## config.mk

```make
export PLATFORM = sky130hd
export DESIGN_NAME = perceptron_layer
export DESIGN_NICKNAME = d
export VERILOG_FILES = /design/src/rtl/perceptron_layer.sv
export SDC_FILE = /design/constraint.sdc
export NUM_CORES = 1
export LEC_CHECK = 0
export ABC_AREA = 1
export ABC_CLOCK_PERIOD_IN_PS = 7150
export BUFFER_PORTS_ARGS = -buffer_cell sky130_fd_sc_hd__buf_2
export CORE_UTILIZATION = 50
export DETAILED_ROUTE_END_ITERATION = 10
export GPL_TIMING_DRIVEN = 1
export PLACE_DENSITY_LB_ADDON = 0.08
export SETUP_SLACK_MARGIN = 0.2
export SYNTH_ARGS = -nofsm -noshare
export SYNTH_HDL_FRONTEND = slang
export SYNTH_SLANG_ARGS = --single-unit
```

## constraint.sdc

```tcl
create_clock -name clk -period 7.15 [get_ports clk]
set_input_delay 1.43 -clock clk [delete_from_list [all_inputs] [get_ports clk]]
set_output_delay 1.43 -clock clk [all_outputs]
set_load 0.02 [all_outputs]
```

## src/rtl/perceptron_layer.sv

```systemverilog
// perceptron_layer
//   M neurons share one N-element signed input vector and evaluate
//   y[m] = act(sat((b[m] + sum_k x[k]*w[m][k]) >>> SHIFT)).
//   Each neuron uses one MAC per cycle, so a result takes N MAC cycles.
//   One extra cycle quantises and activates the sums.
// Ports
//   clk, rst           : clock, synchronous active-high reset
//   in_valid/in_ready  : input handshake (x, w, b, act_mode latched on accept)
//   x [N], w [M][N]    : signed inputs and weights, DATA_WIDTH each
//   b [M]              : signed biases
//   act_mode           : 00 identity, 01 ReLU, 10 leaky ReLU, 11 ReLU
//   out_valid/out_ready: output handshake; y is held until accepted
//   y [M]              : signed activated outputs
module perceptron_layer #(
    parameter int N          = 4,
    parameter int M          = 2,
    parameter int DATA_WIDTH = 8,
    parameter int ACC_WIDTH  = 32,
    parameter int SHIFT      = 0
) (
    input  logic                                  clk,
    input  logic                                  rst,
    input  logic                                  in_valid,
    output logic                                  in_ready,
    input  logic [N-1:0][DATA_WIDTH-1:0]          x,
    input  logic [M-1:0][N-1:0][DATA_WIDTH-1:0]   w,
    input  logic [M-1:0][DATA_WIDTH-1:0]          b,
    input  logic [1:0]                            act_mode,
    output logic                                  out_valid,
    input  logic                                  out_ready,
    output logic [M-1:0][DATA_WIDTH-1:0]          y
);

    localparam int KW = (N > 1) ? $clog2(N) : 1;
    localparam logic signed [ACC_WIDTH-1:0] SAT_HI = ACC_WIDTH'((1 << (DATA_WIDTH-1)) - 1);
    localparam logic signed [ACC_WIDTH-1:0] SAT_LO = -SAT_HI - ACC_WIDTH'(1);

    typedef enum logic [1:0] {IDLE, MAC, FINAL, OUT} state_t;

    state_t                               state, state_nx;
    logic [KW-1:0]                        k;
    logic [N-1:0][DATA_WIDTH-1:0]         x_r;
    logic [M-1:0][N-1:0][DATA_WIDTH-1:0]  w_r;
    logic [1:0]                           mode_r;
    logic signed [ACC_WIDTH-1:0]          acc     [M];
    logic signed [2*DATA_WIDTH-1:0]       prod    [M];
    logic signed [ACC_WIDTH-1:0]          shifted [M];
    logic signed [DATA_WIDTH-1:0]         sat     [M];
    logic [M-1:0][DATA_WIDTH-1:0]         y_nx;

    // Control: in_ready/out_valid decode the state only; in_ready is also
    // forced low while reset is asserted.
    always_comb begin
        state_nx  = state;
        in_ready  = (state == IDLE) && !rst;
        out_valid = (state == OUT);
        case (state)
            IDLE:    if (in_valid) state_nx = MAC;
            MAC:     if (k == KW'(N-1)) state_nx = FINAL;
            FINAL:   state_nx = OUT;
            OUT:     if (out_ready) state_nx = IDLE;
            default: state_nx = IDLE;
        endcase
    end

    // Datapath: one product per neuron for the current k, then
    // shift (floor), saturate and activate for the FINAL cycle.
    always_comb begin
        for (int unsigned m = 0; m < M; m++) begin
            prod[m]    = $signed(x_r[k]) * $signed(w_r[m][k]);
            shifted[m] = acc[m] >>> SHIFT;
            if (shifted[m] > SAT_HI)
                sat[m] = SAT_HI[DATA_WIDTH-1:0];
            else if (shifted[m] < SAT_LO)
                sat[m] = SAT_LO[DATA_WIDTH-1:0];
            else
                sat[m] = shifted[m][DATA_WIDTH-1:0];
            case (mode_r)
                2'b00:   y_nx[m] = sat[m];
                2'b10:   y_nx[m] = (sat[m] < 0) ? (sat[m] >>> 3) : sat[m];
                default: y_nx[m] = (sat[m] < 0) ? '0 : sat[m];
            endcase
        end
    end

    always_ff @(posedge clk) begin
        if (rst) begin
            state  <= IDLE;
            k      <= '0;
            x_r    <= '0;
            w_r    <= '0;
            mode_r <= '0;
            y      <= '0;
            for (int unsigned m = 0; m < M; m++) acc[m] <= '0;
        end else begin
            state <= state_nx;
            case (state)
                IDLE: if (in_valid) begin
                    x_r    <= x;
                    w_r    <= w;
                    mode_r <= act_mode;
                    k      <= '0;
                    for (int unsigned m = 0; m < M; m++)
                        acc[m] <= {{(ACC_WIDTH-DATA_WIDTH){b[m][DATA_WIDTH-1]}}, b[m]};
                end
                MAC: begin
                    for (int unsigned m = 0; m < M; m++)
                        acc[m] <= acc[m] + {{(ACC_WIDTH-2*DATA_WIDTH){prod[m][2*DATA_WIDTH-1]}}, prod[m]};
                    k <= (k == KW'(N-1)) ? '0 : k + KW'(1);
                end
                FINAL: y <= y_nx;
                default: ;
            endcase
        end
    end

endmodule

```

==> impl_metrics.toml <==
[sta]
hold_viol_final = 0
min_period_over_period_pct = 92.99
setup_viol_count_final = 0
fin_tns_setup_ns = 0
report.final.slew_viol_count = 0
unrepaired_setup_endpoints_after_global_routing = "yes"
min_period_ns = 6.649
tightestPinTransition_ns = 1.023
max_clock_freq_mhz = 150.4
clock_skew_ns = 0.01612
timing.slew.headroom_pct = 31.74

[clocking]
cts.root.buffer_cell = "sky130_fd_sc_hd__clkbuf_16"
cts_max_path_buffers = 2
cts_max_level = 4
tritoncts = "done"
clkSinkCount = 182
clkSlewWorstSetupHoldPaths_ns = 0.08
worst_skew_pair.late_latency_ns = 0.47
cts_made_buffers = 17
hold_buffers = 0

[floorplanning]
floorplan.initialDensity_pct = 50.95
placement_rows = 67
ioPinCount = 136
die_area_um2 = 35090
dieWidth_um = 187.3
die_h_um = 187.3
core-area_um2 = 33700

[logic_synthesis]
synth_seq_area_share_pct = 24.95
yosysTopAreaCell = "sky130_fd_sc_hd__dfxtp_1"
netlist_instances = 2355
async_flop_share_pct = 0
avgSynthCellArea_um2 = 7.291
synthesized_net_count = 2712
ys_types = 52
syn_area_um2 = 17170
synth.top_cells.by_count = "sky130_fd_sc_hd__nand2_1, sky130_fd_sc_hd__inv_1, sky130_fd_sc_hd__nor2_1"
yosys_most_used_dff = "sky130_fd_sc_hd__dfxtp_1"
synth.top_cells.by_area = "sky130_fd_sc_hd__dfxtp_1, sky130_fd_sc_hd__fa_1, sky130_fd_sc_hd__nand2_1, sky130_fd_sc_hd__edfxtp_1, sky130_fd_sc_hd__inv_1"
synth_enable_flop_cells = 64
synth_largest_type_area_fraction_pct = 13.76
number_of_flip_flops_and_latches_in_the_synthesized_netlist = 182
synth_warnings = 0
yosys.cell_count.top_type = "sky130_fd_sc_hd__nand2_1"

[layout]
layout-area-overhead-vs-synth_pct = 15.70
filler_cell_count = 3208
design.final.nets = 2865
antenna_cells_inserted = 0
share_of_post_route_cells_with_drive_strength_above_1_pct = 16.14

[status]
run_status = "completed"

[routing]
wl_um = 50820
detailedRoute.firstPassIterationCount = 5
vias_per_cell = 5.349
final_antenna_net_count = 0
routedWlPerCell_um = 17.12
drt_iter0_drc = 1076
via_count = 15880
drt_drc = 0

[placement]
dp_hpwl_um = 39270
gp_routability_congestion = 0.9704
io_buffers = 135

[grt]
antenna_found_initial = 0
grt_util_all_layers_pct = 28.98
grt_start_max_net_pins = 97
first_global_vias = 15350
grt_first_pass_wirelength_um = 80770
global_route_congestion_overflow_total = 0

[worst_setup_path]
cp.arrival_ns = 6.84
worstPathRequired_ns = 7.35
element_type_at_the_critical_path_end = "flop"
delay_of_the_slowest_cell_on_the_worst_path_ns = 0.57
critical_path.startpoint_type = "flop"
critical_path_class = "flop to flop"
worst_path_most_repeated_cell = "sky130_fd_sc_hd__inv_1"
timing.critical_path.fanout_max = 10
cpMaxStageDelayCell = "sky130_fd_sc_hd__fa_1"

[job]
max_cap_violations = 0

[pwr]
power.density_nw_per_um2 = 437.9
p_leak_nw = 9.612
total_power_mw = 8.699
vdd_drop_max_v = 0.0002787

[worst_hold_path]
hold_path_class = "flop to flop"
-- worst max-delay path: cells and delay by family, from the launching register on --
| kind | cells | cell delay [ns] |
|---|---|---|
| flops | 1 | 0.41 |
| buf+inv | 10 | 1.05 |
| compound gates | 1 | 0.26 |
| simple gates | 16 | 1.89 |
| fa+ha+maj | 6 | 2.75 |
-- layout by cell type (no fill, tap or decap), types with 4 or more instances in the layout --
| master | n |
|---|---|
| sky130_fd_sc_hd__nor2_4 | 10 |
| sky130_fd_sc_hd__inv_1 | 420 |
| sky130_fd_sc_hd__a21boi_0 | 4 |
| sky130_fd_sc_hd__nor4_1 | 5 |
| sky130_fd_sc_hd__a21oi_2 | 22 |
| sky130_fd_sc_hd__o21ai_2 | 4 |
| sky130_fd_sc_hd__inv_6 | 6 |
| sky130_fd_sc_hd__fa_1 | 110 |
| sky130_fd_sc_hd__o21a_1 | 6 |
| sky130_fd_sc_hd__inv_2 | 19 |
| sky130_fd_sc_hd__nand2_1 | 508 |
| sky130_fd_sc_hd__nand2_2 | 21 |
| sky130_fd_sc_hd__a22o_1 | 71 |
| sky130_fd_sc_hd__nor2_2 | 28 |
| sky130_fd_sc_hd__buf_4 | 45 |
| sky130_fd_sc_hd__a21oi_1 | 110 |
| sky130_fd_sc_hd__edfxtp_1 | 64 |
| sky130_fd_sc_hd__xnor2_1 | 20 |
| sky130_fd_sc_hd__dfxtp_1 | 116 |
| sky130_fd_sc_hd__nand4_1 | 28 |
| sky130_fd_sc_hd__ha_2 | 10 |
| sky130_fd_sc_hd__nand3_1 | 107 |
| sky130_fd_sc_hd__o21ai_1 | 20 |
| sky130_fd_sc_hd__a32oi_2 | 13 |
| sky130_fd_sc_hd__ha_4 | 17 |
| sky130_fd_sc_hd__ha_1 | 100 |
| sky130_fd_sc_hd__buf_12 | 5 |
| sky130_fd_sc_hd__buf_6 | 4 |
| sky130_fd_sc_hd__a21o_1 | 8 |
| sky130_fd_sc_hd__o21bai_1 | 13 |
| sky130_fd_sc_hd__xor2_1 | 10 |
| sky130_fd_sc_hd__clkbuf_16 | 21 |
| sky130_fd_sc_hd__buf_2 | 135 |
| sky130_fd_sc_hd__o21ai_0 | 109 |
| sky130_fd_sc_hd__nand3_2 | 5 |
| sky130_fd_sc_hd__nor2_1 | 254 |
| sky130_fd_sc_hd__nor3_1 | 10 |
| sky130_fd_sc_hd__and3_1 | 4 |
| sky130_fd_sc_hd__a32oi_4 | 6 |
-- layout make-up --
class / instances / area [um2] / area share, %
well taps: 448 / 560.5 / 2.822
clock inverters: 11 / 102.6 / 0.5164
inverters: 446 / 1699 / 8.553
flip-flops and latches: 182 / 4289 / 21.59
multi-input cells: 1668 / 11480 / 57.79
repair inverters: 1 / 5.005 / 0.02519
clock buffers: 21 / 493.0 / 2.481
repair buffers: 192 / 1236 / 6.222
-- worst paths after layout --
kind	start	end	slack, ns	cells after the start
max reg2reg	k[0]	acc[0][22]	0.50	33
min reg2reg	y[7]	y[7]	0.47	2
max	k[0]	acc[0][22]	0.50	33
min	y[7]	y[7]	0.47	2
-- state kept, by name, summed over array words and instances, names as in the netlist --
register / cells
state: 2
w_r: 64
acc: 64
x_r: 32
k: 2
mode_r: 2
y: 16
-- repair_timing --
action,in CTS,in global routing
endpoints found under the setup margin,8,35
pin swaps,1,18
setup buffers,2,12
gates cloned,1,3
resized for setup,9,147
-- power by group --
group / internal (mW) / switching (mW)
sequential: 1.47 / 0.276
combinational: 2.16 / 3.81
clock: 0.509 / 0.478
total: 4.14 / 4.56
-- cells by family after synthesis --
| group | synth area share [%] |
|---|---|
| and+or+nand+nor | 24.28 |
| AOI/OAI and AO/OA | 15.03 |
| adders and majority gates | 22.31 |
| buffers and inverters | 11.85 |
| xor gates and xnor gates | 1.581 |
| DFF | 24.95 |
-- metal layers --
metal,part of all wire [%],vias to the layer above,track usage (%)
li1,-,7858,-
met1,46,7437,40.25
met2,45,515,46.63
met3,5.6,71,3.696
met4,2.7,0,9.489
met5,0,-,0
-- through the flow --
step	cells	instance area (um2)	hold slack [ns]	utilization, %	setup slack, ns
3_5_place_dp	2919	18410	0.4569	54.63	0.1163
5_1_grt	2969	19870	0.4855	58.95	0.1262
6_report	2969	19870	0.4694	58.95	0.5010
4_1_cts	2954	19090	0.4725	56.66	0.2171
3_3_place_gp	2919	18410	0.4512	54.63	0.1083
2_1_floorplan	2355	17170	0.4369	-	0.7676
No activity file was read; power rests on OpenSTA's default activity.
